<file path="config.mk">
export PLATFORM = sky130hd
export DESIGN_NAME = cla_nibble_sequencer
export DESIGN_NICKNAME = d
export VERILOG_FILES = /design/src/rtl/cla_nibble_sequencer.sv
export SDC_FILE = /design/constraint.sdc
export NUM_CORES = 1
export LEC_CHECK = 0
export CORE_MARGIN = 4
export CORE_UTILIZATION = 43
export CTS_CLUSTER_DIAMETER = 120
export DETAILED_ROUTE_END_ITERATION = 8
export GPL_TIMING_DRIVEN = 0
export PLACE_DENSITY = 0.76
export RECOVER_POWER = 25
export SYNTH_ARGS = -nofsm -noshare
export SYNTH_HDL_FRONTEND = slang
export SYNTH_SLANG_ARGS = --single-unit
</file>
<file path="constraint.sdc">
create_clock -name clk -period 2.2 [get_ports clk]
set_input_delay 0.22 -clock clk [delete_from_list [all_inputs] [get_ports clk]]
set_output_delay 0.22 -clock clk [all_outputs]
set_load 0.01 [all_outputs]
</file>
<file path="src/rtl/cla_nibble_sequencer.sv">
// Nibble-serial WIDTH-bit adder controller driving an external 4-bit CLA.
// Optional signed overflow output enabled by defining SIGNED_OVF_EN.
module cla_nibble_sequencer #(
    parameter int WIDTH   = 16,
    parameter int CLA_LAT = 1
) (
    input  logic             clk,
    input  logic             reset,
    input  logic             in_valid,
    output logic             in_ready,
    input  logic [WIDTH-1:0] in_a,
    input  logic [WIDTH-1:0] in_b,
    input  logic             in_cin,
    output logic [3:0]       cla_a,
    output logic [3:0]       cla_b,
    output logic             cla_cin,
    input  logic [3:0]       cla_sum,
    input  logic             cla_cout,
    output logic             out_valid,
    input  logic             out_ready,
    output logic [WIDTH-1:0] out_sum,
    output logic             out_cout,
    output logic             busy
`ifdef SIGNED_OVF_EN
    ,
    output logic             out_ovf
`endif
);

    localparam int N  = WIDTH / 4;
    localparam int IW = (N > 1) ? $clog2(N) : 1;
    localparam int WW = (CLA_LAT > 0) ? $clog2(CLA_LAT + 1) : 1;
    localparam logic [IW-1:0] ILAST = IW'(N - 1);
    localparam logic [WW-1:0] WLAST = WW'(CLA_LAT);

    if ((WIDTH % 4) != 0 || WIDTH < 4) begin : g_bad_width
        $error("cla_nibble_sequencer: WIDTH must be a multiple of 4 and >= 4");
    end

    typedef enum logic [1:0] {IDLE, RUN, DONE} state_t;

    state_t           state_q, state_d;
    logic [IW-1:0]    idx_q, idx_d;
    logic [WW-1:0]    wcnt_q, wcnt_d;
    logic [WIDTH-1:0] a_q, a_d;
    logic [WIDTH-1:0] b_q, b_d;
    logic [WIDTH-1:0] sum_q, sum_d;
    logic             cout_q, cout_d;
    logic [3:0]       cla_a_q, cla_a_d;
    logic [3:0]       cla_b_q, cla_b_d;
    // cla_cin_q doubles as the running inter-nibble carry
    logic             cla_cin_q, cla_cin_d;
`ifdef SIGNED_OVF_EN
    logic             ovf_q, ovf_d;
`endif

    logic          accept;
    logic          smp;
    logic          last;
    logic [IW-1:0] idx_nx;

    assign accept = (state_q == IDLE) && in_valid && !reset;
    assign smp    = (state_q == RUN) && (wcnt_q == WLAST);
    assign last   = (idx_q == ILAST);
    assign idx_nx = idx_q + 1'b1;

    always_ff @(posedge clk) begin
        if (reset) begin
            state_q   <= IDLE;
            idx_q     <= '0;
            wcnt_q    <= '0;
            a_q       <= '0;
            b_q       <= '0;
            sum_q     <= '0;
            cout_q    <= 1'b0;
            cla_a_q   <= '0;
            cla_b_q   <= '0;
            cla_cin_q <= 1'b0;
`ifdef SIGNED_OVF_EN
            ovf_q     <= 1'b0;
`endif
        end else begin
            state_q   <= state_d;
            idx_q     <= idx_d;
            wcnt_q    <= wcnt_d;
            a_q       <= a_d;
            b_q       <= b_d;
            sum_q     <= sum_d;
            cout_q    <= cout_d;
            cla_a_q   <= cla_a_d;
            cla_b_q   <= cla_b_d;
            cla_cin_q <= cla_cin_d;
`ifdef SIGNED_OVF_EN
            ovf_q     <= ovf_d;
`endif
        end
    end

    always_comb begin
        state_d = state_q;
        unique case (state_q)
            IDLE:    if (accept) state_d = RUN;
            RUN:     if (smp && last) state_d = DONE;
            DONE:    if (out_ready) state_d = IDLE;
            default: state_d = IDLE;
        endcase
    end

    always_comb begin
        idx_d     = idx_q;
        wcnt_d    = wcnt_q;
        a_d       = a_q;
        b_d       = b_q;
        sum_d     = sum_q;
        cout_d    = cout_q;
        cla_a_d   = cla_a_q;
        cla_b_d   = cla_b_q;
        cla_cin_d = cla_cin_q;
`ifdef SIGNED_OVF_EN
        ovf_d     = ovf_q;
`endif
        if (accept) begin
            a_d       = in_a;
            b_d       = in_b;
            idx_d     = '0;
            wcnt_d    = '0;
            cla_a_d   = in_a[3:0];
            cla_b_d   = in_b[3:0];
            cla_cin_d = in_cin;
        end else if (state_q == RUN) begin
            if (smp) begin
                sum_d[4*idx_q +: 4] = cla_sum;
                wcnt_d              = '0;
                cla_cin_d           = cla_cout;
                if (last) begin
                    cout_d = cla_cout;
`ifdef SIGNED_OVF_EN
                    ovf_d  = (a_q[WIDTH-1] == b_q[WIDTH-1]) &&
                             (cla_sum[3] != a_q[WIDTH-1]);
`endif
                end else begin
                    idx_d   = idx_nx;
                    cla_a_d = a_q[4*idx_nx +: 4];
                    cla_b_d = b_q[4*idx_nx +: 4];
                end
            end else begin
                wcnt_d = wcnt_q + 1'b1;
            end
        end
    end

    always_comb begin
        in_ready  = (state_q == IDLE) && !reset;
        out_valid = (state_q == DONE);
        busy      = (state_q != IDLE);
        cla_a     = cla_a_q;
        cla_b     = cla_b_q;
        cla_cin   = cla_cin_q;
        out_sum   = sum_q;
        out_cout  = cout_q;
`ifdef SIGNED_OVF_EN
        out_ovf   = ovf_q;
`endif
    end

endmodule

</file>
==> results of run 1 <==
==> routing by layer <==
layer  global-route usage [%]  vias to the layer above  routed length [um]
met1                     25.5                     1075                2900
met3                     4.61                       10                 414
met4                     7.34                        0                 110
met2                     28.0                       77                3060
met5                        0                        -                   0
li1                         -                     1106                   -
==> worst reg2reg max path, cell delays in order (launching register included) <==
cell and delay, ns:
dfxtp_2 0.35, buf_6 0.16, buf_8 0.15, inv_1 0.08, ha_1 0.28, clkbuf_4 0.20, mux4_2 0.51, nand2_1 0.09
a311oi_1 0.08
==> flip-flops by register name, indices dropped and copies added (netlist names) <==
register	cells
out_sum	16
out_cout	1
a_q	16
state_q	2
b_q	16
idx_q	2
cla_b	4
cla_a	4
cla_cin	1
wcnt_q	1
==> worst paths after layout <==
check	startpoint	end	slack [ns]	depth (start not counted)
setup / recovery	state_q[1]$_SDFFE_PP0P_	in_ready	0.13	4
hold / removal	reset	cla_b[1]$_SDFFE_PP0P_	0.19	2
setup reg to reg	idx_q[0]$_SDFFE_PP0P_	cla_b[2]$_SDFFE_PP0P_	0.17	8
hold reg to reg	out_sum[11]$_SDFFE_PP0P_	out_sum[11]$_SDFFE_PP0P_	0.45	2
==> synth_stat cells <==
master,count
o211ai_1,1
xnor2_1,2
nand4b_1,4
nand3_1,15
nand2b_1,1
clkbuf_1,12
a22o_1,32
nor4bb_1,2
ha_1,5
o21ai_0,1
nand3b_1,1
mux4_2,8
nor4b_4,1
nor3_1,12
or3_1,2
nor2_1,2
or4b_2,1
a21oi_1,19
nand2_1,35
dfxtp_1,63
mux2i_1,1
inv_1,3
or2_2,2
and4b_1,4
a32oi_1,1
nor3b_1,1
buf_2,10
a311oi_1,8
nor2b_1,2
buf_1,1
nor4b_1,2
==> area by class of cell <==
type	instances	area share (%)
Sequential cell	63	34.9
Clock buffer	13	4.12
Multi-Input combinational cell	165	34.8
Inverter	3	0.311
Buffer	22	3.46
Clock inverter	1	0.830
Tap cell	72	2.49
Timing Repair Buffer	69	19.1
==> through the flow <==
step	area, um^2	cells	utilization (%)
after detailed placement	3370	395	59.3
after global placement	3370	395	59.3
after global routing	3620	408	63.7
after floorplan	2590	254	-
after CTS	3600	408	63.4
final	3620	408	63.7
==> logic make-up (layout without fill, tap and decap cells) <==
kind of cell	Yosys count	in the layout	synth area share, %
AND/OR/NAND/NOR	87	87	18.5
flip-flops	63	63	48.7
adder cells (fa/ha/maj)	5	5	2.42
multiplexers	9	9	7.35
AO/OA/AOI/OAI	62	62	18.0
buffers and inverters	26	108	4.26
XOR/XNOR	2	2	0.677
==> repair_timing <==
item	4_1_cts	5_1_grt
setup buffers	0	0
endpoints found under the setup margin	25	24
resized for setup	11	7
pin swaps	0	1
==> power groups by stage <==
stage | Sequential, mW | Clock (mW) | Combinational [mW]
global placement | 1.26 | 0 | 0.328
detailed placement | 1.26 | 0 | 0.333
floorplan | 1.26 | 0 | 0.170
global route | 1.24 | 1.01 | 0.369
CTS | 1.24 | 0.964 | 0.341
finish | 1.24 | 0.951 | 0.339
==> impl_metrics.yaml, run 1 <==
outcome:
  status: "finished, final reports clean"
placed_design:
  hpwl_um: 4690
  place_congestion: 0.800
  port_buffers: 69
  place_ws_ns: -0.445
critical_path:
  crit_path_end_kind: "output port"
  path_class: "flop to output port"
  cp_cell_sequence: "clkbuf_2, or2_2, nor2_1, clkdlybuf4s50_1"
  slowest_delay_ns: 0.54
  arrival_ns: 1.85
  required_ns: 1.98
  start_kind: "flop"
  path_delay_family: "buffers and inverters"
  critPathBufInv: 2
  cp_slowest_cell: "clkdlybuf4s50_1"
  path_max_fanout: 10
clock_network:
  cts_buffers: 9
  clock_latency_ns: 0.34
  cts.hold.buffers_added: 0
  clockRootBuffer: "clkbuf_8"
  cts.path.max_buffers: 2
  clkTransAtPathRegs_ns: 0.07
  cts_tree: "done"
  cts_sinks: 63
  h-tree-depth: 3
timing:
  max_freq_ghz: 0.483
  finalHoldViolCount: 0
  rsz0062_at_grt: "yes"
  relSlewSlack_pct: 63.6
  fin_crit_sh_pct: 94.1
  tns_ns: 0
  fin_ws_ns: 0.129
  setup_violations: 0
  finClkSkew_ns: 0.00896
  tightest_slew_ns: 0.546
  drv_slew: 0
  holdWs_ns: 0.185
  period_needed_ns: 2.07
detailed_routing:
  avgRoutedWirePerCell_um: 15.9
  drt_first_pass_iters: 4
  first_iter_violations: 156
  vias_per_cell: 5.56
  wl_um: 6480
  route.vias.total: 2268
  drc: 0
  postRouteAntennaNets: 0
final_layout:
  drive_gt1_share_pct: 11.6
  multi_input_area_um2: 1260
  num-fill-cells: 488
  layout.area.seq_um2: 1260
  nNetsFinal: 380
  area_growth_pct: 39.7
  final_cell_mix: "dfxtp_1, clkdlybuf4s50_1, nand2_1"
  final_common_cell: "dfxtp_1"
  antennaDiodeCount: 0
pwr:
  p_switching_mw: 0.590
  switching_share_pct: 23.4
  seqPwrFrac_pct: 48.9
  total_power_mw: 2.53
  clkPwrFrac_pct: 37.6
  powerDensity_nw_per_um2: 699
  max-vdd-ir-drop_uv: 399
  pwr-share-comb_pct: 13.4
  intPower_mw: 1.94
  p_leak_nw: 1.36
synthesis:
  synth_area_leaders: "dfxtp_1, a22o_1, mux4_2"
  yosysWarnings: 0
  synth_top_cell_area_share_pct: 48.7
  synth_fp_nets: 301
  synth-seq-cells: 63
  syn_inst: 254
  synth_area_um2: 2590
  synth_top_area_cell: "dfxtp_1"
  synth.distinct_cells: 31
  seq_area_frac_synth_pct: 48.7
  synth_area_per_cell_um2: 10.2
floorplan:
  die_area_um2: 7320
  die_y_um: 85.6
  rows: 27
  core_um2: 5680
  initial_utilization_pct: 45.6
  io_pins: 71
  die-width_um: 85.6
grt:
  grt_start_max_net_pins: 18
  grt_pass1_vias: 2140
  gr-total-overflow: 0
  grt_pass1_wl_um: 10800
  antenna_found_initial: 0
  grt_util_all_layers_pct: 18.5
flow_run:
  drv_cap: 0
hold_path:
  hold_class: "input pin to flop"
Note: power is estimated with default switching activity, not from simulation.
==> run 2, diff against run 1 <==
--- a/config.mk
+++ b/config.mk
@@ -6,11 +6,11 @@
 export NUM_CORES = 1
 export LEC_CHECK = 0
 export CORE_MARGIN = 4
-export CORE_UTILIZATION = 43
+export CORE_UTILIZATION = 48
 export CTS_CLUSTER_DIAMETER = 120
 export DETAILED_ROUTE_END_ITERATION = 8
 export GPL_TIMING_DRIVEN = 0
-export PLACE_DENSITY = 0.76
+export PLACE_DENSITY = 0.8
 export RECOVER_POWER = 25
 export SYNTH_ARGS = -nofsm -noshare
 export SYNTH_HDL_FRONTEND = slang
==> constraint.sdc (replaced) <==
create_clock -name clk -period 2.3 [get_ports clk]
set_input_delay 0.23 -clock clk [delete_from_list [all_inputs] [get_ports clk]]
set_output_delay 0.23 -clock clk [all_outputs]
set_load 0.01 [all_outputs]
==> run 2 against run 1 <==
Compared with the run above:
- design area shrank 0.73%
- critical endpoint unchanged
- global-route usage increased by 3.6 points
- clock power is 14% lower
- sequential share of layout area up 0.26 points
- power is 8.1% lower
- utilization is 5.7 points higher
- first-iteration DRC count fell by 10%
- hold slack improved by 0.0016 ns
- non-clock buffer count stayed put
- count of clock-buffer cells in the layout decreased by 2
- sequential power decreased by 5%
==> impl_metrics.yaml, run 2 (synthesized netlist as in run 1, its figures left out) <==
clock_network:
  clkTransAtPathRegs_ns: 0.06
  cts.path.max_buffers: 2
  cts_buffers: 9
  cts_setup_buffers: 0
  cts_sinks: 63
  cts_tree: "done"
  clockRootBuffer: "clkbuf_8"
  clock_latency_ns: 0.34
  cts.hold.buffers_added: 0
  h-tree-depth: 3
  cts_resized: 6
flow_run:
  drv_cap: 0
final_layout:
  antennaDiodeCount: 0
  fin_area_um2: 3590
  drive_gt1_share_pct: 12.2
  area_growth_pct: 38.7
  multi_input_area_um2: 1260
  final_cell_mix: "dfxtp_1, clkdlybuf4s50_1, nand2_1"
  post-route-util_pct: 69.4
  num-fill-cells: 413
  nNetsFinal: 380
  layout.area.seq_um2: 1260
  final_common_cell: "dfxtp_1"
floorplan:
  initial_utilization_pct: 50.0
  die_y_um: 81.4
  die_area_um2: 6630
  rows: 26
  core_um2: 5170
  die-width_um: 81.4
  io_pins: 71
hold_path:
  hold_start: "reset"
  hold_class: "input pin to flop"
grt:
  grt_util_all_layers_pct: 22.2
  grt_pass1_wl_um: 11200
  grt_pass1_vias: 2341
  antenna_found_initial: 0
  grt_start_max_net_pins: 11
  gr-total-overflow: 0
critical_path:
  path_max_fanout: 10
  r2r_start: "idx_q[0]$_SDFFE_PP0P_"
  start_kind: "flop"
  path_class: "flop to output port"
  slowest_delay_ns: 0.54
  required_ns: 2.07
  cp_slowest_cell: "clkdlybuf4s50_1"
  arrival_ns: 1.92
  critPathLaunch: "state_q[1]$_SDFFE_PP0P_"
  cp_cell_sequence: "clkbuf_1, or2_2, nor2_1, clkdlybuf4s50_1"
  crit_path_end_kind: "output port"
  path_delay_family: "buffers and inverters"
  critPathBufInv: 2
detailed_routing:
  postRouteAntennaNets: 0
  wl_um: 6580
  avgRoutedWirePerCell_um: 16.2
  vias_per_cell: 5.58
  first_iter_violations: 140
  route.vias.total: 2270
  drc: 0
  drt_first_pass_iters: 4
placed_design:
  port_buffers: 69
  hpwl_um: 4700
  dpl_cell_area_um2: 3370
  place_congestion: 0.813
pwr:
  p_leak_nw: 1.35
  max-vdd-ir-drop_uv: 400
  powerDensity_nw_per_um2: 647
timing:
  setup_violations: 0
  drv_slew: 0
  finClkSkew_ns: 0.00932
  period_needed_ns: 2.15
  fin_crit_sh_pct: 93.5
  relSlewSlack_pct: 62.7
  tightest_slew_ns: 0.559
  max_freq_ghz: 0.465
  finalHoldViolCount: 0
  rsz0062_at_grt: "no"
  holdWs_ns: 0.187
outcome:
  status: "finished, final reports clean"
run 2: metal layers:
layer	vias to the layer above	wire, um	GRT usage [%]
met5	-	0	0
met4	0	123	9.12
met3	15	385	5.37
met2	89	3140	36.3
met1	1060	2930	27.9
li1	1106	-	-
run 2: worst paths after layout:
path                                                  to  slack (ns)  depth (start not counted)
worst min-delay path               cla_b[1]$_SDFFE_PP0P_        0.19                          2
worst max-delay path                            in_ready        0.15                          4
worst max register to register  out_sum[14]$_SDFFE_PP0P_        0.21                          9
worst min register to register  out_sum[11]$_SDFFE_PP0P_        0.45                          2
run 2: area by class of cell:
class                      count  area share [%]
sequential                    63            35.2
timing repair buffer          69            19.2
multi-input combinational    165            35.0
clock buffer                  11            3.94
tap                           70            2.44
inverter                       3           0.314
clock inverter                 4           0.627
buffer                        22            3.24
run 2: power breakdown:
group	total, mW	switching, mW	leakage, nW	internal [mW]
clock	0.816	0.408	0.0850	0.408
combinational	0.322	0.143	0.746	0.180
sequential	1.18	0.0331	0.516	1.15
run 2: per-stage QoR:
stage                     setup slack, ns  power, mW  std cells  setup TNS, ns
after floorplan                     0.124       1.37        254              0
after global placement             -0.297       1.52        393          -2.57
after detailed placement           -0.322       1.52        393          -3.24
after CTS                         -0.0111       2.33        408        -0.0209
after global routing               0.0351       2.42        407              0
final                               0.150       2.32        407              0
==> run 3, diff against run 2 <==
--- a/config.mk
+++ b/config.mk
@@ -5,13 +5,11 @@
 export SDC_FILE = /design/constraint.sdc
 export NUM_CORES = 1
 export LEC_CHECK = 0
-export CORE_MARGIN = 4
 export CORE_UTILIZATION = 48
 export CTS_CLUSTER_DIAMETER = 120
 export DETAILED_ROUTE_END_ITERATION = 8
 export GPL_TIMING_DRIVEN = 0
 export PLACE_DENSITY = 0.8
-export RECOVER_POWER = 25
 export SYNTH_ARGS = -nofsm -noshare
 export SYNTH_HDL_FRONTEND = slang
 export SYNTH_SLANG_ARGS = --single-unit
==> run 3 against run 2 <==
Compared with the run above:
- register-to-register slack got worse by 0.05 ns
- design area up 0.70%
- clock skew shrank 0.0031 ns
- sequential power barely moved
- wire length is 3.1% lower
- first-iteration DRC count fell by 2.9%
- non-clock buffer count did not move
- critical path depth up 5
- power is 5.5% higher
- die area is 14% lower
- sequential share of layout area is 0.28 points lower
- critical path type is now flop to flop
- critical endpoint is now out_sum[14]$_SDFFE_PP0P_
- largest cell class unchanged
==> impl_metrics.yaml, run 3 (synthesized netlist as in run 1, its figures left out) <==
outcome:
  status: "finished, final reports clean"
hold_path:
  hold_class: "input pin to flop"
  hold_depth: 2
  hold_start: "reset"
  hold_end: "cla_b[0]$_SDFFE_PP0P_"
detailed_routing:
  avgRoutedWirePerCell_um: 15.6
  top_layer: "met4"
  first_iter_violations: 136
  drc: 0
  wl_met3_um: 384
  wl_met1_um: 2740
  vias_per_cell: 5.66
  route.met2.wl_um: 3140
  drt_first_pass_iters: 4
  wl_um: 6370
  postRouteAntennaNets: 0
  route.vias.total: 2308
final_layout:
  fin_area_um2: 3610
  num-fill-cells: 407
  final_common_cell: "clkdlybuf4s50_1"
  drive_gt1_share_pct: 11.8
  layout.area.seq_um2: 1260
  area_growth_pct: 39.7
  final_cell_mix: "clkdlybuf4s50_1, dfxtp_1, nand2_1"
  nNetsFinal: 380
  antennaDiodeCount: 0
  instances_no_fill: 408
  post-route-util_pct: 70.3
  multi_input_area_um2: 1260
clock_network:
  cts_tree: "done"
  cts_setup_buffers: 0
  clock_latency_ns: 0.34
  cts_sinks: 63
  clkTransAtPathRegs_ns: 0.07
  clockRootBuffer: "clkbuf_8"
  h-tree-depth: 3
  cts.path.max_buffers: 2
  cts_buffers: 9
floorplan:
  initial_utilization_pct: 50.3
  die_area_um2: 5690
  die-width_um: 75.4
  die_y_um: 75.4
  io_pins: 71
  rows: 26
  core_um2: 5140
critical_path:
  path_class: "flop to flop"
  r2r_start: "idx_q[0]$_SDFFE_PP0P_"
  slowest_delay_ns: 0.39
  path_max_fanout: 10
  start_kind: "flop"
  r2r_cells: 9
  reg2reg_to: "out_sum[14]$_SDFFE_PP0P_"
  arrival_ns: 2.41
  reg2reg_slack_ns: 0.16
  cp_slowest_cell: "dfxtp_1"
  cp_cell_sequence: "buf_6, buf_6, inv_1, ha_1, clkbuf_4, buf_6, nor4b_4, nand3_1, a21oi_1"
  critPathMostFrequentCell: "buf_6"
  path_delay_family: "buffers and inverters"
  required_ns: 2.57
  crit_path_end_kind: "flop"
  critPathBufInv: 5
placed_design:
  port_buffers: 69
  place_congestion: 0.788
  place_ws_ns: -0.372
  hpwl_um: 4490
  dp_cells: 393
  dpl_cell_area_um2: 3370
pwr:
  max-vdd-ir-drop_uv: 440
  switching_share_pct: 24.1
  total_power_mw: 2.45
  intPower_mw: 1.86
  p_switching_mw: 0.591
  seqPwrFrac_pct: 48.3
  p_leak_nw: 1.30
  clkPwrFrac_pct: 38.4
  pwr-share-comb_pct: 13.3
  powerDensity_nw_per_um2: 678
flow_run:
  drv_cap: 0
grt:
  grt_pass1_wl_um: 10600
  grt_start_max_net_pins: 11
  gr-total-overflow: 0
  grt_pass1_vias: 2255
  antenna_found_initial: 0
  grt_util_all_layers_pct: 25.4
timing:
  max_freq_ghz: 0.467
  finClkSkew_ns: 0.00617
  setup_violations: 0
  finalHoldViolCount: 0
  holdWs_ns: 0.214
  drv_slew: 0
  tns_ns: 0
  rsz0062_at_grt: "no"
  fin_ws_ns: 0.159
  period_needed_ns: 2.14
  relSlewSlack_pct: 63.5
  fin_crit_sh_pct: 93.1
  tightest_slew_ns: 0.547
[run 3: cell count changes in the layout (fill, tap and decap cells not counted)]
| cell | delta |
|---|---|
| dfxtp_1 | +1 |
| clkinvlp_4 | -1 |
| dlygate4sd3_1 | -20 |
| bufinv_16 | +1 |
| clkbuf_1 | +1 |
| dfxtp_2 | -1 |
| clkdlybuf4s50_1 | +20 |
[run 3: power groups by stage]
stage	logic, mW	registers (mW)	clock network (mW)
floorplan	0.162	1.20	0
global placement	0.312	1.20	0
detailed placement	0.317	1.21	0
CTS	0.325	1.18	0.948
global route	0.355	1.19	1.00
finish	0.326	1.18	0.941
[run 3: timing repair]
item / in CTS / in global routing
endpoints found under the setup margin: 24 / 23
cloned: 0 / 0
hold buffers: 0 / 0
gates resized for setup: 9 / 4
[run 3: worst max path at each step]
stage                                  startpoint                        to  slack, ns  depth (start not counted)
final                       idx_q[0]$_SDFFE_PP0P_  out_sum[14]$_SDFFE_PP0P_       0.16                          9
after global placement      idx_q[0]$_SDFFE_PP0P_  out_sum[14]$_SDFFE_PP0P_      -0.34                          9
after CTS                   idx_q[0]$_SDFFE_PP0P_  out_sum[14]$_SDFFE_PP0P_       0.03                          9
after detailed placement    idx_q[0]$_SDFFE_PP0P_  out_sum[14]$_SDFFE_PP0P_      -0.37                          9
after floorplan             idx_q[0]$_SDFFE_PP0P_  out_sum[12]$_SDFFE_PP0P_       0.12                          9
after global routing      state_q[1]$_SDFFE_PP0P_                  in_ready      0.005                          4
[run 3: area by class of cell]
class	instances	area share (%)
Buffer	22	3.22
Clock buffer	12	4.02
Clock inverter	4	1.25
Inverter	3	0.312
Multi-Input combinational cell	165	34.8
Sequential cell	63	34.9
Tap cell	70	2.42
Timing Repair Buffer	69	19.1
[run 3: per-layer routing]
layer,up-vias,track usage [%]
met2,96,42.2
met1,1088,31.7
met4,0,13.4
met3,14,4.76
met5,-,0
li1,1110,-
